$ cat src/rtl/rst_seq_watchdog_if.sv
// ---------------------------------------------------------------------------
// rst_seq_watchdog_if
//   Bundles the run-control requests and status of rst_seq_watchdog.
//   master : the requester side (CPU/IO/bench). It drives rdy_in, halt_req
//            and soft_rst_req, and it observes the status.
//   slave  : the watchdog/sequencer itself.
//   Signals:
//     rdy_in        run-cycle count enable
//     halt_req      program-end strobe
//     soft_rst_req  restart the sequence without top-level reset
//     rst_out       per-domain active-high reset, bit k = domain k
//     run           high while running
//     done          sticky, set when a halt is observed
//     timeout       sticky, set when the watchdog expires
//     cycle_cnt     number of counted run cycles
// ---------------------------------------------------------------------------
interface rst_seq_watchdog_if #(
    parameter int NUM_CH = 2,
    parameter int CNT_W  = 32
);
    logic              rdy_in;
    logic              halt_req;
    logic              soft_rst_req;
    logic [NUM_CH-1:0] rst_out;
    logic              run;
    logic              done;
    logic              timeout;
    logic [CNT_W-1:0]  cycle_cnt;

    modport master (
        output rdy_in, halt_req, soft_rst_req,
        input  rst_out, run, done, timeout, cycle_cnt
    );

    modport slave (
        input  rdy_in, halt_req, soft_rst_req,
        output rst_out, run, done, timeout, cycle_cnt
    );
endinterface

$ cat src/rtl/rst_seq_watchdog.sv
// ---------------------------------------------------------------------------
// rst_seq_watchdog
//   Multi-channel reset sequencer and run controller. All reset channels are
//   held for HOLD_CYCLES edges after rst falls. The channels are then released
//   in order, STAGGER edges apart. After the last release the block counts run
//   cycles (gated by rdy_in) until a halt request arrives (DONE) or the
//   watchdog expires (TIMEOUT). In TIMEOUT every channel is put back into
//   reset.
//   Ports:
//     clk  rising-edge clock
//     rst  synchronous active-high reset, highest priority
//     bus  rst_seq_watchdog_if.slave (requests in, status out)
//   Every output is registered.
// ---------------------------------------------------------------------------
module rst_seq_watchdog #(
    parameter int              NUM_CH      = 2,
    parameter int              HOLD_CYCLES = 25,
    parameter int              STAGGER     = 4,
    parameter int              CNT_W       = 32,
    parameter longint unsigned TIMEOUT     = 0
) (
    input logic              clk,
    input logic              rst,
    rst_seq_watchdog_if.slave bus
);
    localparam int          LAST_EDGE = HOLD_CYCLES + (NUM_CH - 1) * STAGGER;
    localparam int          SEQ_W     = (LAST_EDGE < 1) ? 1 : $clog2(LAST_EDGE + 1);
    localparam logic [31:0] LAST_U    = 32'(LAST_EDGE);
    localparam logic [31:0] HOLD_U    = 32'(HOLD_CYCLES);
    localparam bit          WDOG_EN   = (TIMEOUT != 0);
    localparam logic [CNT_W-1:0] TO_LIM = CNT_W'(TIMEOUT);
    localparam logic [CNT_W-1:0] TO_M1  = CNT_W'(TIMEOUT - 64'd1);

    // Parameter sanity, reported at elaboration.
    if (NUM_CH < 1) begin : g_chk_ch
        $error("rst_seq_watchdog: NUM_CH must be >= 1");
    end
    if (HOLD_CYCLES < 1) begin : g_chk_hold
        $error("rst_seq_watchdog: HOLD_CYCLES must be >= 1");
    end
    if (CNT_W < 64 && TIMEOUT >= (64'd1 << CNT_W)) begin : g_chk_to
        $error("rst_seq_watchdog: TIMEOUT must be < 2**CNT_W");
    end

    typedef enum logic [2:0] {
        S_HOLD,
        S_RELEASE,
        S_RUN,
        S_DONE,
        S_TMO
    } state_t;

    state_t            state, state_n;
    logic [SEQ_W-1:0]  seq_cnt, seq_n;
    logic [NUM_CH-1:0] rst_out_q, rst_out_n;
    logic              run_q, run_n;
    logic              done_q, done_n;
    logic              to_q, to_n;
    logic [CNT_W-1:0]  cnt_q, cnt_n;

    // Edge number this clock edge will complete (seq_cnt counts completed edges).
    logic [31:0]       seq_inc;
    logic [NUM_CH-1:0] rel_due;

    assign seq_inc = 32'(seq_cnt) + 32'd1;

    // Channel k is released from edge HOLD_CYCLES + k*STAGGER onwards.
    for (genvar k = 0; k < NUM_CH; k++) begin : g_ch
        localparam logic [31:0] REL_EDGE = 32'(HOLD_CYCLES + k * STAGGER);
        assign rel_due[k] = (seq_inc >= REL_EDGE);
    end

    always_comb begin
        state_n   = state;
        seq_n     = seq_cnt;
        rst_out_n = rst_out_q;
        run_n     = run_q;
        done_n    = done_q;
        to_n      = to_q;
        cnt_n     = cnt_q;
        case (state)
            S_HOLD, S_RELEASE: begin
                // halt_req is ignored while sequencing. rdy_in does not gate
                // the sequence.
                seq_n     = SEQ_W'(seq_inc);
                rst_out_n = ~rel_due;
                if (seq_inc == LAST_U) begin
                    state_n = S_RUN;
                    run_n   = 1'b1;
                end else if (seq_inc >= HOLD_U) begin
                    state_n = S_RELEASE;
                end
            end
            S_RUN: begin
                if (bus.halt_req) begin
                    // A halt beats a watchdog expiry on the same edge. The
                    // count is not incremented on the halt edge.
                    state_n = S_DONE;
                    done_n  = 1'b1;
                    run_n   = 1'b0;
                end else if (bus.rdy_in) begin
                    if (WDOG_EN && cnt_q == TO_M1) begin
                        state_n   = S_TMO;
                        cnt_n     = TO_LIM;
                        to_n      = 1'b1;
                        run_n     = 1'b0;
                        rst_out_n = '1;
                    end else if (cnt_q != '1) begin
                        cnt_n = cnt_q + 1'b1;
                    end
                end
            end
            default: ; // DONE and TIMEOUT hold every output until a reset
        endcase
    end

    // A soft reset acts exactly like rst. Channels that are already released
    // go back into reset on the same edge.
    always_ff @(posedge clk) begin
        if (rst || bus.soft_rst_req) begin
            state     <= S_HOLD;
            seq_cnt   <= '0;
            rst_out_q <= '1;
            run_q     <= 1'b0;
            done_q    <= 1'b0;
            to_q      <= 1'b0;
            cnt_q     <= '0;
        end else begin
            state     <= state_n;
            seq_cnt   <= seq_n;
            rst_out_q <= rst_out_n;
            run_q     <= run_n;
            done_q    <= done_n;
            to_q      <= to_n;
            cnt_q     <= cnt_n;
        end
    end

    assign bus.rst_out   = rst_out_q;
    assign bus.run       = run_q;
    assign bus.done      = done_q;
    assign bus.timeout   = to_q;
    assign bus.cycle_cnt = cnt_q;
endmodule

$ cat src/flat_wrapper.sv
// flat-port wrapper written by rule: the top's interface ports become plain ports
module rst_seq_watchdog_flat 
#(
    parameter int              NUM_CH      = 2,
    parameter int              HOLD_CYCLES = 25,
    parameter int              STAGGER     = 4,
    parameter int              CNT_W       = 32,
    parameter longint unsigned TIMEOUT     = 0
)
  (clk, rst, bus_rdy_in, bus_halt_req, bus_soft_rst_req, bus_rst_out, bus_run, bus_done, bus_timeout, bus_cycle_cnt);
  rst_seq_watchdog_if #(.NUM_CH(NUM_CH), .CNT_W(CNT_W)) bus_i ();
  input logic clk;
  input logic rst;
  input wire logic [$bits(bus_i.rdy_in)-1:0] bus_rdy_in;
  input wire logic [$bits(bus_i.halt_req)-1:0] bus_halt_req;
  input wire logic [$bits(bus_i.soft_rst_req)-1:0] bus_soft_rst_req;
  output wire logic [$bits(bus_i.rst_out)-1:0] bus_rst_out;
  output wire logic [$bits(bus_i.run)-1:0] bus_run;
  output wire logic [$bits(bus_i.done)-1:0] bus_done;
  output wire logic [$bits(bus_i.timeout)-1:0] bus_timeout;
  output wire logic [$bits(bus_i.cycle_cnt)-1:0] bus_cycle_cnt;
  assign bus_i.rdy_in = bus_rdy_in;
  assign bus_i.halt_req = bus_halt_req;
  assign bus_i.soft_rst_req = bus_soft_rst_req;
  assign bus_rst_out = bus_i.rst_out;
  assign bus_run = bus_i.run;
  assign bus_done = bus_i.done;
  assign bus_timeout = bus_i.timeout;
  assign bus_cycle_cnt = bus_i.cycle_cnt;
  rst_seq_watchdog #(.NUM_CH(NUM_CH), .HOLD_CYCLES(HOLD_CYCLES), .STAGGER(STAGGER), .CNT_W(CNT_W), .TIMEOUT(TIMEOUT)) u_core (.clk(clk), .rst(rst), .bus(bus_i));
endmodule
$ cat config.mk
export PLATFORM = sky130hd
export DESIGN_NAME = rst_seq_watchdog_flat
export DESIGN_NICKNAME = d
export VERILOG_FILES = /design/src/rtl/rst_seq_watchdog_if.sv /design/src/rtl/rst_seq_watchdog.sv /design/src/flat_wrapper.sv
export SDC_FILE = /design/constraint.sdc
export NUM_CORES = 1
export LEC_CHECK = 0
export BUFFER_PORTS_ARGS = -buffer_cell sky130_fd_sc_hd__buf_2
export CAP_MARGIN = 10
export CORE_MARGIN = 2
export CORE_UTILIZATION = 25
export DETAILED_ROUTE_END_ITERATION = 7
export PLACE_DENSITY_LB_ADDON = 0.3
export SETUP_SLACK_MARGIN = 0.05
export SYNTH_ARGS = -nofsm -noshare
export SYNTH_HDL_FRONTEND = slang
export SYNTH_SLANG_ARGS = --single-unit
$ cat constraint.sdc
create_clock -name clk -period 2.5 [get_ports clk]
set_clock_uncertainty 0.2 [all_clocks]
set_input_delay 0.25 -clock clk [delete_from_list [all_inputs] [get_ports clk]]
set_output_delay 0.25 -clock clk [all_outputs]
set_load 0.01 [all_outputs]
==> impl_metrics.prom, run 1 <==
# TYPE chip_impl_metric gauge
chip_impl_info{name="status",value="completed"} 1
chip_impl_metric{name="drt_drc_violations_left",unit=""} 0
chip_impl_metric{name="grt_start_max_net_pins",unit=""} 39
chip_impl_metric{name="layout_worst_path_cycle_share",unit="%"} 90.86
chip_impl_metric{name="die-area",unit="sq um"} 9992
chip_impl_info{name="cts_tree",value="built"} 1
chip_impl_metric{name="synthArstFlopShare",unit="%"} 0
chip_impl_metric{name="gpl.final_weighted_congestion",unit=""} 0.7459
chip_impl_metric{name="number_of_enable_type_register_cells_in_the_synthesized_netlist",unit=""} 0
chip_impl_metric{name="report.power.total",unit="mW"} 1.290
chip_impl_info{name="worst_setup_path_end_kind",value="flip-flop"} 1
chip_impl_metric{name="overall_die_height",unit="um"} 99.96
chip_impl_metric{name="clkSinkCount",unit=""} 43
chip_impl_metric{name="min_period",unit="ps"} 2271
chip_impl_metric{name="post_cts.repair.setup_buffers",unit=""} 0
chip_impl_metric{name="crit_fanout",unit=""} 7
chip_impl_metric{name="grt_util_met1",unit="%"} 15.46
chip_impl_info{name="crit_type",value="flip-flop to flip-flop"} 1
chip_impl_info{name="layout_common_cells",value="43 x dfxtp_1, 40 x buf_2, 27 x nor2_1, 21 x nand2_1, 20 x a21oi_1"} 1
chip_impl_metric{name="mappedNetlistArea",unit="sq um"} 2302
chip_impl_metric{name="mappedNetlistNets",unit=""} 276
chip_impl_metric{name="share_of_layout_cells_above_drive_strength_1",unit="%"} 21.66
chip_impl_metric{name="fmax",unit="GHz"} 0.4402
chip_impl_metric{name="number_of_warnings_issued_by_yosys",unit=""} 0
chip_impl_metric{name="timing_worst_slew_pin_value",unit="ps"} 786.5
chip_impl_metric{name="post_synth_inst_count",unit=""} 268
chip_impl_metric{name="final.setup.tns",unit="ps"} 0
chip_impl_metric{name="initial_utilization",unit="%"} 25.40
chip_impl_metric{name="antenna_found_initial",unit=""} 0
chip_impl_metric{name="floorplan.rows",unit=""} 35
chip_impl_metric{name="clock_latency_late_sink",unit="ps"} 300
chip_impl_metric{name="global_route_wire_length_before_repair",unit="um"} 9418
chip_impl_metric{name="power_density",unit="nW/um^2"} 469.0
chip_impl_info{name="hold_path.class",value="input pin to flip-flop"} 1
chip_impl_metric{name="globalRoute.totalOverflow",unit=""} 0
chip_impl_metric{name="clk_path_buf_depth",unit=""} 2
chip_impl_metric{name="worst_setup_hold_path_clk_slew",unit="ps"} 80
chip_impl_metric{name="avg_vias_per_cell",unit=""} 5.002
chip_impl_info{name="cts.root.buffer_cell",value="clkbuf_8"} 1
chip_impl_metric{name="grt.met3_usage",unit="%"} 2.786
chip_impl_metric{name="ys_ff_latch",unit=""} 43
chip_impl_info{name="synth-main-ff-cell",value="dfxtp_1"} 1
chip_impl_info{name="timing.critical_path.from_type",value="flip-flop"} 1
chip_impl_metric{name="num_io_pins",unit=""} 42
chip_impl_metric{name="setup_viol_count_final",unit=""} 0
chip_impl_metric{name="total_core_area",unit="sq um"} 9065
chip_impl_metric{name="irDropWorstVdd",unit="V"} 0.0001656
chip_impl_metric{name="wire_per_inst",unit="um"} 13.60
chip_impl_metric{name="post_synth_num_cell_types",unit=""} 55
chip_impl_metric{name="via_count",unit=""} 2126
chip_impl_metric{name="cts.repair.resized",unit=""} 0
chip_impl_info{name="layout.cells.most_common",value="dfxtp_1"} 1
chip_impl_metric{name="antenna_cells",unit=""} 0
chip_impl_metric{name="hold_viol_final",unit=""} 0
chip_impl_metric{name="post-route-util",unit="%"} 30.35
chip_impl_metric{name="postCtsHoldBufs",unit=""} 0
chip_impl_metric{name="final_nets",unit=""} 321
chip_impl_metric{name="postSynthAreaPerCell",unit="sq um"} 8.590
chip_impl_metric{name="port_buffers",unit=""} 40
chip_impl_metric{name="detailedRoute.firstIterationViolations",unit=""} 91
chip_impl_metric{name="detailed_place_hpwl",unit="um"} 4276
chip_impl_metric{name="total_detailed_routing_wirelength",unit="um"} 5778
chip_impl_metric{name="areaGrowthSynthToFinish",unit="%"} 19.51
chip_impl_metric{name="synth_sequential_area_ratio",unit="%"} 37.39
chip_impl_metric{name="final_max_slew_viol_count",unit=""} 0
chip_impl_metric{name="relSlewSlack",unit="%"} 47.57
chip_impl_metric{name="htree_num_levels",unit=""} 2
chip_impl_metric{name="number_of_global_route_vias_before_repair",unit=""} 1881
chip_impl_metric{name="max-cap-violations",unit=""} 0
chip_impl_metric{name="worst_ep_arrival_time",unit="ps"} 2270
chip_impl_metric{name="final_antenna_net_count",unit=""} 0
chip_impl_info{name="unrepaired_setup_endpoints_after_global_routing",value="false"} 1
chip_impl_metric{name="fp.dieW",unit="um"} 99.96
chip_impl_metric{name="drtPass1Iterations",unit=""} 4
chip_impl_metric{name="tritoncts.num_buffers",unit=""} 5
chip_impl_metric{name="total_leakage_power",unit="nW"} 1.053
chip_impl_metric{name="nFillCells",unit=""} 953
chip_impl_metric{name="use_met2",unit="%"} 18.71
chip_impl_info{name="globalRoute.busiestLayer",value="met2"} 1
chip_impl_metric{name="critical_path_rt",unit="ps"} 2490
chip_impl_metric{name="grtUsageTotal",unit="%"} 11.65
-- where the power goes --
| group | leakage (nW) | internal (mW) | switching, mW |
|---|---|---|---|
| clock network | 0.0612 | 0.324 | 0.248 |
| logic | 0.645 | 0.00854 | 0.0216 |
| registers | 0.347 | 0.686 | 0.00282 |
| total | 1.05 | 1.02 | 0.273 |
-- worst paths after layout --
path	startpoint	endpoint	slack [ps]	depth (start not counted)
worst max-delay path	u_core.bus.cycle_cnt[0]	u_core.bus.cycle_cnt[16]	230	6
worst min-delay path	bus_halt_req	u_core.state[0]	20	3
worst max register to register	u_core.bus.cycle_cnt[0]	u_core.bus.cycle_cnt[16]	230	6
worst min register to register	u_core.bus.run	u_core.bus.run	270	2
-- synth_stat cells (5+ instances only) --
cell type	number	area, sq um
or3_1	13	81.33
nor2_1	27	101.4
xnor2_1	11	96.34
a21oi_1	20	100.1
o21ai_0	5	25.02
a211oi_1	6	45.04
nand2_1	21	78.83
dfxtp_1	43	860.8
inv_1	8	30.03
and3_1	6	37.54
o21ai_1	8	40.04
nand4_1	7	43.79
nand3_1	14	70.07
-- critical path, stage by stage, from the launching register on --
cell      delay [ps]
dfxtp_1          410
ha_1             190
and4_1           290
nand4_4          170
a211oi_1         530
a31oi_1          160
a41o_1           220
-- layout make-up --
class | instances | area (sq um) | share of cell area (%)
sequential | 43 | 860.8 | 31.29
multi-input combinational | 207 | 1344 | 48.84
clock inverter | 2 | 35.03 | 1.273
inverter | 8 | 30.03 | 1.091
timing repair buffer | 48 | 260.3 | 9.459
clock buffer | 6 | 82.58 | 3.001
tap | 111 | 138.9 | 5.048
-- cells by family (layout without fill, tap and decap cells) --
logic type                 after synthesis  in the layout  synth area share (%)
buffers and inverters                   18             64                 4.239
DFF                                     43             43                 37.39
muxes                                    4              4                 1.739
xor gates and xnor gates                13             13                 4.946
other                                    1              1                0.1629
AOI/OAI and AO/OA                       62             62                 17.61
and+or+nand+nor                        124            124                 32.28
adders and majority gates                3              3                 1.631
-- layer usage --
layer | up-vias | wire length [um]
met2 | 34 | 2689
met1 | 999 | 2763
met5 | - | 0
met4 | 0 | 80
li1 | 1087 | -
met3 | 6 | 245
-- flip-flops by register name, summed over array words and instances (netlist names) --
| name | count |
|---|---|
| u_core.bus.cycle_cnt | 32 |
| u_core.bus.done | 1 |
| u_core.bus.rst_out | 2 |
| u_core.bus.run | 1 |
| u_core.seq_cnt | 5 |
| u_core.state | 2 |
-- per-stage QoR --
stage / setup slack, ps / cell area [sq um] / hold WS, ps / instances
2_1_floorplan: 281.5 / 2302 / 182.4 / 268
3_3_place_gp: 277.2 / 2634 / 247.1 / 417
3_5_place_dp: 220.3 / 2634 / 257.7 / 417
4_1_cts: 249.6 / 2751 / 15.66 / 425
5_1_grt: 82.40 / 2751 / 31.92 / 425
6_report: 228.6 / 2751 / 21.22 / 425
No activity file was read; power rests on OpenSTA's default activity.
==> run 2, diff against run 1 <==
- CORE_ASPECT_RATIO: not set -> 0.8
- SKIP_CTS_REPAIR_TIMING: not set -> 1
==> impl_metrics.prom, run 2 (synthesized netlist as in run 1, its figures left out) <==
# TYPE chip_impl_metric gauge
chip_impl_metric{name="drtPass1Iterations",unit=""} 4
chip_impl_info{name="timing.critical_path.from_type",value="flip-flop"} 1
chip_impl_metric{name="global_route_wire_length_before_repair",unit="um"} 10050
chip_impl_metric{name="total_switching_power",unit="uW"} 291.0
chip_impl_metric{name="clock_latency_late_sink",unit="ps"} 280
chip_impl_metric{name="pwr-share-seq",unit="%"} 44.2
chip_impl_metric{name="final_cell_count_no_fill",unit=""} 433
chip_impl_metric{name="antenna_found_initial",unit=""} 0
chip_impl_metric{name="min_period",unit="ps"} 2294
chip_impl_metric{name="clkSinkCount",unit=""} 43
chip_impl_metric{name="num_io_pins",unit=""} 42
chip_impl_metric{name="r2r.worst_path.cells",unit=""} 6
chip_impl_info{name="cts_tree",value="built"} 1
chip_impl_metric{name="crit_fanout",unit=""} 7
chip_impl_info{name="status",value="completed"} 1
chip_impl_info{name="hold_path.class",value="input pin to flip-flop"} 1
chip_impl_metric{name="drt_drc_violations_left",unit=""} 0
chip_impl_info{name="layout_common_cells",value="43 x dfxtp_1, 40 x buf_2, 27 x nor2_1, 21 x nand2_1, 20 x a21oi_1"} 1
chip_impl_metric{name="timing_worst_slew_pin_value",unit="ps"} 758.9
chip_impl_metric{name="relSlewSlack",unit="%"} 49.41
chip_impl_metric{name="grtUsageTotal",unit="%"} 12.05
chip_impl_metric{name="power_density",unit="nW/um^2"} 545.9
chip_impl_metric{name="total_leakage_power",unit="nW"} 1.104
chip_impl_metric{name="max-cap-violations",unit=""} 0
chip_impl_metric{name="placed_cells",unit=""} 425
chip_impl_metric{name="via_count",unit=""} 2158
chip_impl_metric{name="tritoncts.num_buffers",unit=""} 5
chip_impl_metric{name="worst_ep_arrival_time",unit="ps"} 2300
chip_impl_metric{name="hold_viol_final",unit=""} 0
chip_impl_metric{name="gpl.final_weighted_congestion",unit=""} 0.7868
chip_impl_metric{name="share_of_layout_cells_above_drive_strength_1",unit="%"} 22.33
chip_impl_metric{name="total_core_area",unit="sq um"} 8999
chip_impl_info{name="cts.root.buffer_cell",value="clkbuf_16"} 1
chip_impl_metric{name="globalRoute.totalOverflow",unit=""} 0
chip_impl_metric{name="layout_worst_path_cycle_share",unit="%"} 91.76
chip_impl_metric{name="areaGrowthSynthToFinish",unit="%"} 24.13
chip_impl_metric{name="final_nets",unit=""} 325
chip_impl_info{name="layout.cells.most_common",value="dfxtp_1"} 1
chip_impl_metric{name="critical_path_rt",unit="ps"} 2510
chip_impl_metric{name="comb_power_share",unit="%"} 2.0
chip_impl_metric{name="fin_ws",unit="ps"} 206.1
chip_impl_metric{name="met3WireLength",unit="um"} 312
chip_impl_metric{name="die-area",unit="sq um"} 9997
chip_impl_metric{name="worst_setup_hold_path_clk_slew",unit="ps"} 60
chip_impl_metric{name="overall_die_height",unit="um"} 89.83
chip_impl_metric{name="floorplan.rows",unit=""} 31
chip_impl_info{name="crit_type",value="flip-flop to flip-flop"} 1
chip_impl_info{name="worst_setup_path_end_kind",value="flip-flop"} 1
chip_impl_metric{name="antenna_cells",unit=""} 0
chip_impl_metric{name="initial_utilization",unit="%"} 25.58
chip_impl_metric{name="fmax",unit="GHz"} 0.4359
chip_impl_metric{name="final_max_slew_viol_count",unit=""} 0
chip_impl_metric{name="clkPwrFrac",unit="%"} 53.8
chip_impl_info{name="unrepaired_setup_endpoints_after_global_routing",value="false"} 1
chip_impl_metric{name="setup_viol_count_final",unit=""} 0
chip_impl_metric{name="pre_cts_slack",unit="ps"} 243.1
chip_impl_metric{name="grt_start_max_net_pins",unit=""} 39
chip_impl_metric{name="wire_per_inst",unit="um"} 13.73
chip_impl_metric{name="fp.dieW",unit="um"} 111.3
chip_impl_metric{name="htree_num_levels",unit=""} 2
chip_impl_metric{name="detailedRoute.firstIterationViolations",unit=""} 80
chip_impl_metric{name="drt-met1-wl",unit="um"} 3089
chip_impl_metric{name="met2WireLength",unit="um"} 2497
chip_impl_metric{name="number_of_global_route_vias_before_repair",unit=""} 2038
chip_impl_metric{name="internal_power",unit="mW"} 1.269
chip_impl_metric{name="clk_path_buf_depth",unit=""} 2
chip_impl_metric{name="holdPathStages",unit=""} 3
chip_impl_metric{name="irDropWorstVdd",unit="V"} 0.0002352
chip_impl_metric{name="detailed_place_hpwl",unit="um"} 4436
chip_impl_metric{name="largest_register_ff_count",unit=""} 32
chip_impl_metric{name="avg_vias_per_cell",unit=""} 4.984
chip_impl_metric{name="port_buffers",unit=""} 40
chip_impl_metric{name="post-route-util",unit="%"} 31.76
chip_impl_metric{name="report.power.total",unit="mW"} 1.560
chip_impl_info{name="top_layer",value="met4"} 1
chip_impl_metric{name="final_antenna_net_count",unit=""} 0
chip_impl_metric{name="final.setup.tns",unit="ps"} 0
chip_impl_metric{name="switching_share",unit="%"} 18.65
chip_impl_metric{name="total_detailed_routing_wirelength",unit="um"} 5944
-- run 2: power groups by stage --
stage,Sequential [mW],Combinational [mW],Clock (mW)
CTS,0.690,0.0312,0.860
global placement,0.705,0.0312,0
detailed placement,0.705,0.0313,0
finish,0.690,0.0305,0.840
global route,0.690,0.0349,0.884
floorplan,0.704,0.0206,0
-- run 2: cell type report --
cell class                 instances  area, sq um
sequential                        43        860.8
inverter                           8        30.03
fill                             981         6141
timing repair buffer              52        290.3
multi-input combinational        207         1344
clock inverter                     2        60.06
clock buffer                       6        128.9
tap                              115        143.9
-- run 2: final timing paths --
kind / start / endpoint / slack, ps
min: bus_halt_req / u_core.state[0] / 40
min reg2reg: u_core.bus.run / u_core.bus.run / 260
max: u_core.bus.cycle_cnt[0] / u_core.bus.cycle_cnt[28] / 210
max reg2reg: u_core.bus.cycle_cnt[0] / u_core.bus.cycle_cnt[28] / 210
-- run 2: worst max-delay path, stage by stage, from the launching register on --
cell and delay [ps]:
dfxtp_1 400, ha_1 200, and4_1 280, nand4_4 170, or4_1 460, or3_1 370, a21oi_1 140
-- run 2: metrics by stage --
stage | hold slack (ps) | cell area [sq um]
finish | 39.27 | 2858
global route | 56.82 | 2858
floorplan | 182.4 | 2302
CTS | 32.95 | 2858
detailed placement | 253.3 | 2669
global placement | 245.3 | 2669
-- run 2: layer usage --
| metal | global-route usage [%] | vias to the layer above |
|---|---|---|
| met3 | 3.304 | 4 |
| li1 | - | 1097 |
| met1 | 17.65 | 1012 |
| met5 | 0 | - |
| met4 | 2.778 | 0 |
| met2 | 17.58 | 45 |
==> run 3, diff against run 2 <==
- RECOVER_POWER: not set -> 50
==> impl_metrics.prom, run 3 (synthesized netlist as in run 1, its figures left out) <==
# TYPE chip_impl_metric gauge
chip_impl_info{name="status",value="completed"} 1
chip_impl_metric{name="antenna_found_initial",unit=""} 0
chip_impl_metric{name="multiInputGateArea",unit="sq um"} 1344
chip_impl_metric{name="max-cap-violations",unit=""} 0
chip_impl_metric{name="tritoncts.num_buffers",unit=""} 5
chip_impl_metric{name="areaGrowthSynthToFinish",unit="%"} 21.63
chip_impl_metric{name="die-area",unit="sq um"} 9997
chip_impl_metric{name="final_antenna_net_count",unit=""} 0
chip_impl_info{name="layout_common_cells",value="43 x dfxtp_1, 37 x clkbuf_1, 27 x nor2_1, 21 x nand2_1, 20 x a21oi_1"} 1
chip_impl_metric{name="worst_setup_hold_path_clk_slew",unit="ps"} 60
chip_impl_metric{name="num_io_pins",unit=""} 42
chip_impl_metric{name="power_density",unit="nW/um^2"} 557.6
chip_impl_metric{name="floorplan.rows",unit=""} 31
chip_impl_metric{name="initial_utilization",unit="%"} 25.58
chip_impl_metric{name="port_buffers",unit=""} 40
chip_impl_metric{name="final_max_slew_viol_count",unit=""} 0
chip_impl_metric{name="final.setup.tns",unit="ps"} 0
chip_impl_metric{name="post-route-util",unit="%"} 31.12
chip_impl_metric{name="drtPass1Iterations",unit=""} 4
chip_impl_metric{name="holdPathStages",unit=""} 3
chip_impl_info{name="worst_hold_path_ep",value="u_core.state[0]"} 1
chip_impl_metric{name="post-route-cell-area",unit="sq um"} 2800
chip_impl_metric{name="gpl.final_weighted_congestion",unit=""} 0.7868
chip_impl_metric{name="nFillCells",unit=""} 991
chip_impl_metric{name="min_period",unit="ps"} 2310
chip_impl_metric{name="total_core_area",unit="sq um"} 8999
chip_impl_metric{name="layout_worst_path_cycle_share",unit="%"} 92.40
chip_impl_metric{name="grtUsageTotal",unit="%"} 12.05
chip_impl_metric{name="share_of_layout_cells_above_drive_strength_1",unit="%"} 10.69
chip_impl_metric{name="global_route_wire_length_before_repair",unit="um"} 10050
chip_impl_metric{name="overall_die_height",unit="um"} 89.83
chip_impl_info{name="timing.critical_path.from_type",value="flip-flop"} 1
chip_impl_metric{name="irDropWorstVdd",unit="V"} 0.0002351
chip_impl_metric{name="clk_path_buf_depth",unit=""} 2
chip_impl_metric{name="fp.dieW",unit="um"} 111.3
chip_impl_metric{name="report.power.total",unit="mW"} 1.561
chip_impl_metric{name="htree_num_levels",unit=""} 2
chip_impl_metric{name="pre_cts_slack",unit="ps"} 243.1
chip_impl_metric{name="final_nets",unit=""} 325
chip_impl_metric{name="wire_per_inst",unit="um"} 13.78
chip_impl_metric{name="setup_viol_count_final",unit=""} 0
chip_impl_metric{name="clkSinkCount",unit=""} 43
chip_impl_metric{name="fin_ws",unit="ps"} 189.9
chip_impl_metric{name="number_of_global_route_vias_before_repair",unit=""} 2038
chip_impl_metric{name="total_leakage_power",unit="nW"} 0.9533
chip_impl_metric{name="globalRoute.totalOverflow",unit=""} 0
chip_impl_metric{name="drt_drc_violations_left",unit=""} 0
chip_impl_metric{name="via_count",unit=""} 2152
chip_impl_metric{name="dpl_cell_area",unit="sq um"} 2669
chip_impl_info{name="worst_hold_startpoint",value="bus_halt_req"} 1
chip_impl_info{name="unrepaired_setup_endpoints_after_global_routing",value="false"} 1
chip_impl_metric{name="hold_viol_final",unit=""} 0
chip_impl_metric{name="crit_fanout",unit=""} 7
chip_impl_metric{name="worst_ep_arrival_time",unit="ps"} 2310
chip_impl_metric{name="clock_latency_late_sink",unit="ps"} 280
chip_impl_metric{name="relSlewSlack",unit="%"} 8.117
chip_impl_metric{name="detailedRoute.firstIterationViolations",unit=""} 88
chip_impl_metric{name="detailed_place_hpwl",unit="um"} 4436
chip_impl_metric{name="timing_worst_slew_pin_value",unit="ps"} 1378
chip_impl_metric{name="largest_register_ff_count",unit=""} 32
chip_impl_info{name="cts_tree",value="built"} 1
chip_impl_info{name="cts.root.buffer_cell",value="clkbuf_16"} 1
chip_impl_info{name="hold_path.class",value="input pin to flip-flop"} 1
chip_impl_info{name="r2r-end",value="u_core.bus.cycle_cnt[28]"} 1
chip_impl_info{name="crit_type",value="flip-flop to flip-flop"} 1
chip_impl_info{name="worstReg2RegStart",value="u_core.bus.cycle_cnt[0]"} 1
chip_impl_metric{name="antenna_cells",unit=""} 0
chip_impl_info{name="layout.cells.most_common",value="dfxtp_1"} 1
chip_impl_metric{name="rrSetupSlack",unit="ps"} 190
chip_impl_metric{name="avg_vias_per_cell",unit=""} 4.970
chip_impl_metric{name="fmax",unit="GHz"} 0.4329
chip_impl_metric{name="critical_path_rt",unit="ps"} 2500
chip_impl_metric{name="regArea",unit="sq um"} 860.8
chip_impl_metric{name="grt_start_max_net_pins",unit=""} 39
chip_impl_metric{name="total_detailed_routing_wirelength",unit="um"} 5968
chip_impl_metric{name="r2r.worst_path.cells",unit=""} 6
chip_impl_info{name="worst_setup_path_end_kind",value="flip-flop"} 1
run 3: area by class of cell:
cell class	instances	area share, %
clock buffers	6	4.602
clock inverters	2	2.145
inverters	8	1.072
multi-input cells	207	47.99
flip-flops and latches	43	30.74
well taps	115	5.139
repair buffers	52	8.311
run 3: report_power, final:
| group | internal [mW] | total [mW] | switching (mW) |
|---|---|---|---|
| combinational | 0.00926 | 0.0303 | 0.0210 |
| clock | 0.573 | 0.841 | 0.268 |
| sequential | 0.687 | 0.690 | 0.00317 |
run 3: stage by stage:
step | hold slack, ps | std cells
2_1_floorplan | 182.4 | 268
3_3_place_gp | 245.3 | 425
3_5_place_dp | 253.3 | 425
4_1_cts | 32.95 | 433
5_1_grt | 56.82 | 433
6_report | 38.78 | 433
run 3: worst max-delay path, cell delays in order, from the launching register on:
cell	delay, ps
dfxtp_1	410
ha_1	200
and4_1	280
nand4_4	160
or4_1	460
or3_1	370
a21oi_1	140
run 3: how the worst max path moves through the flow:
stage	to	startpoint	slack (ps)	depth (start not counted)
floorplan	u_core.bus.cycle_cnt[28]	u_core.bus.cycle_cnt[0]	280	6
global route	u_core.bus.cycle_cnt[28]	u_core.bus.cycle_cnt[0]	30	6
detailed placement	u_core.bus.cycle_cnt[28]	u_core.bus.cycle_cnt[0]	240	6
global placement	u_core.bus.cycle_cnt[28]	u_core.bus.cycle_cnt[0]	290	6
finish	u_core.bus.cycle_cnt[28]	u_core.bus.cycle_cnt[0]	190	6
CTS	u_core.bus.cycle_cnt[28]	u_core.bus.cycle_cnt[0]	230	6
run 3: per-layer routing:
layer / global-route usage, % / wire length (um) / vias up
met5: 0 / 0 / -
met4: 2.778 / 44 / 0
met3: 3.304 / 258 / 4
met2: 17.58 / 2525 / 33
met1: 17.65 / 3139 / 1015
li1: - / - / 1100
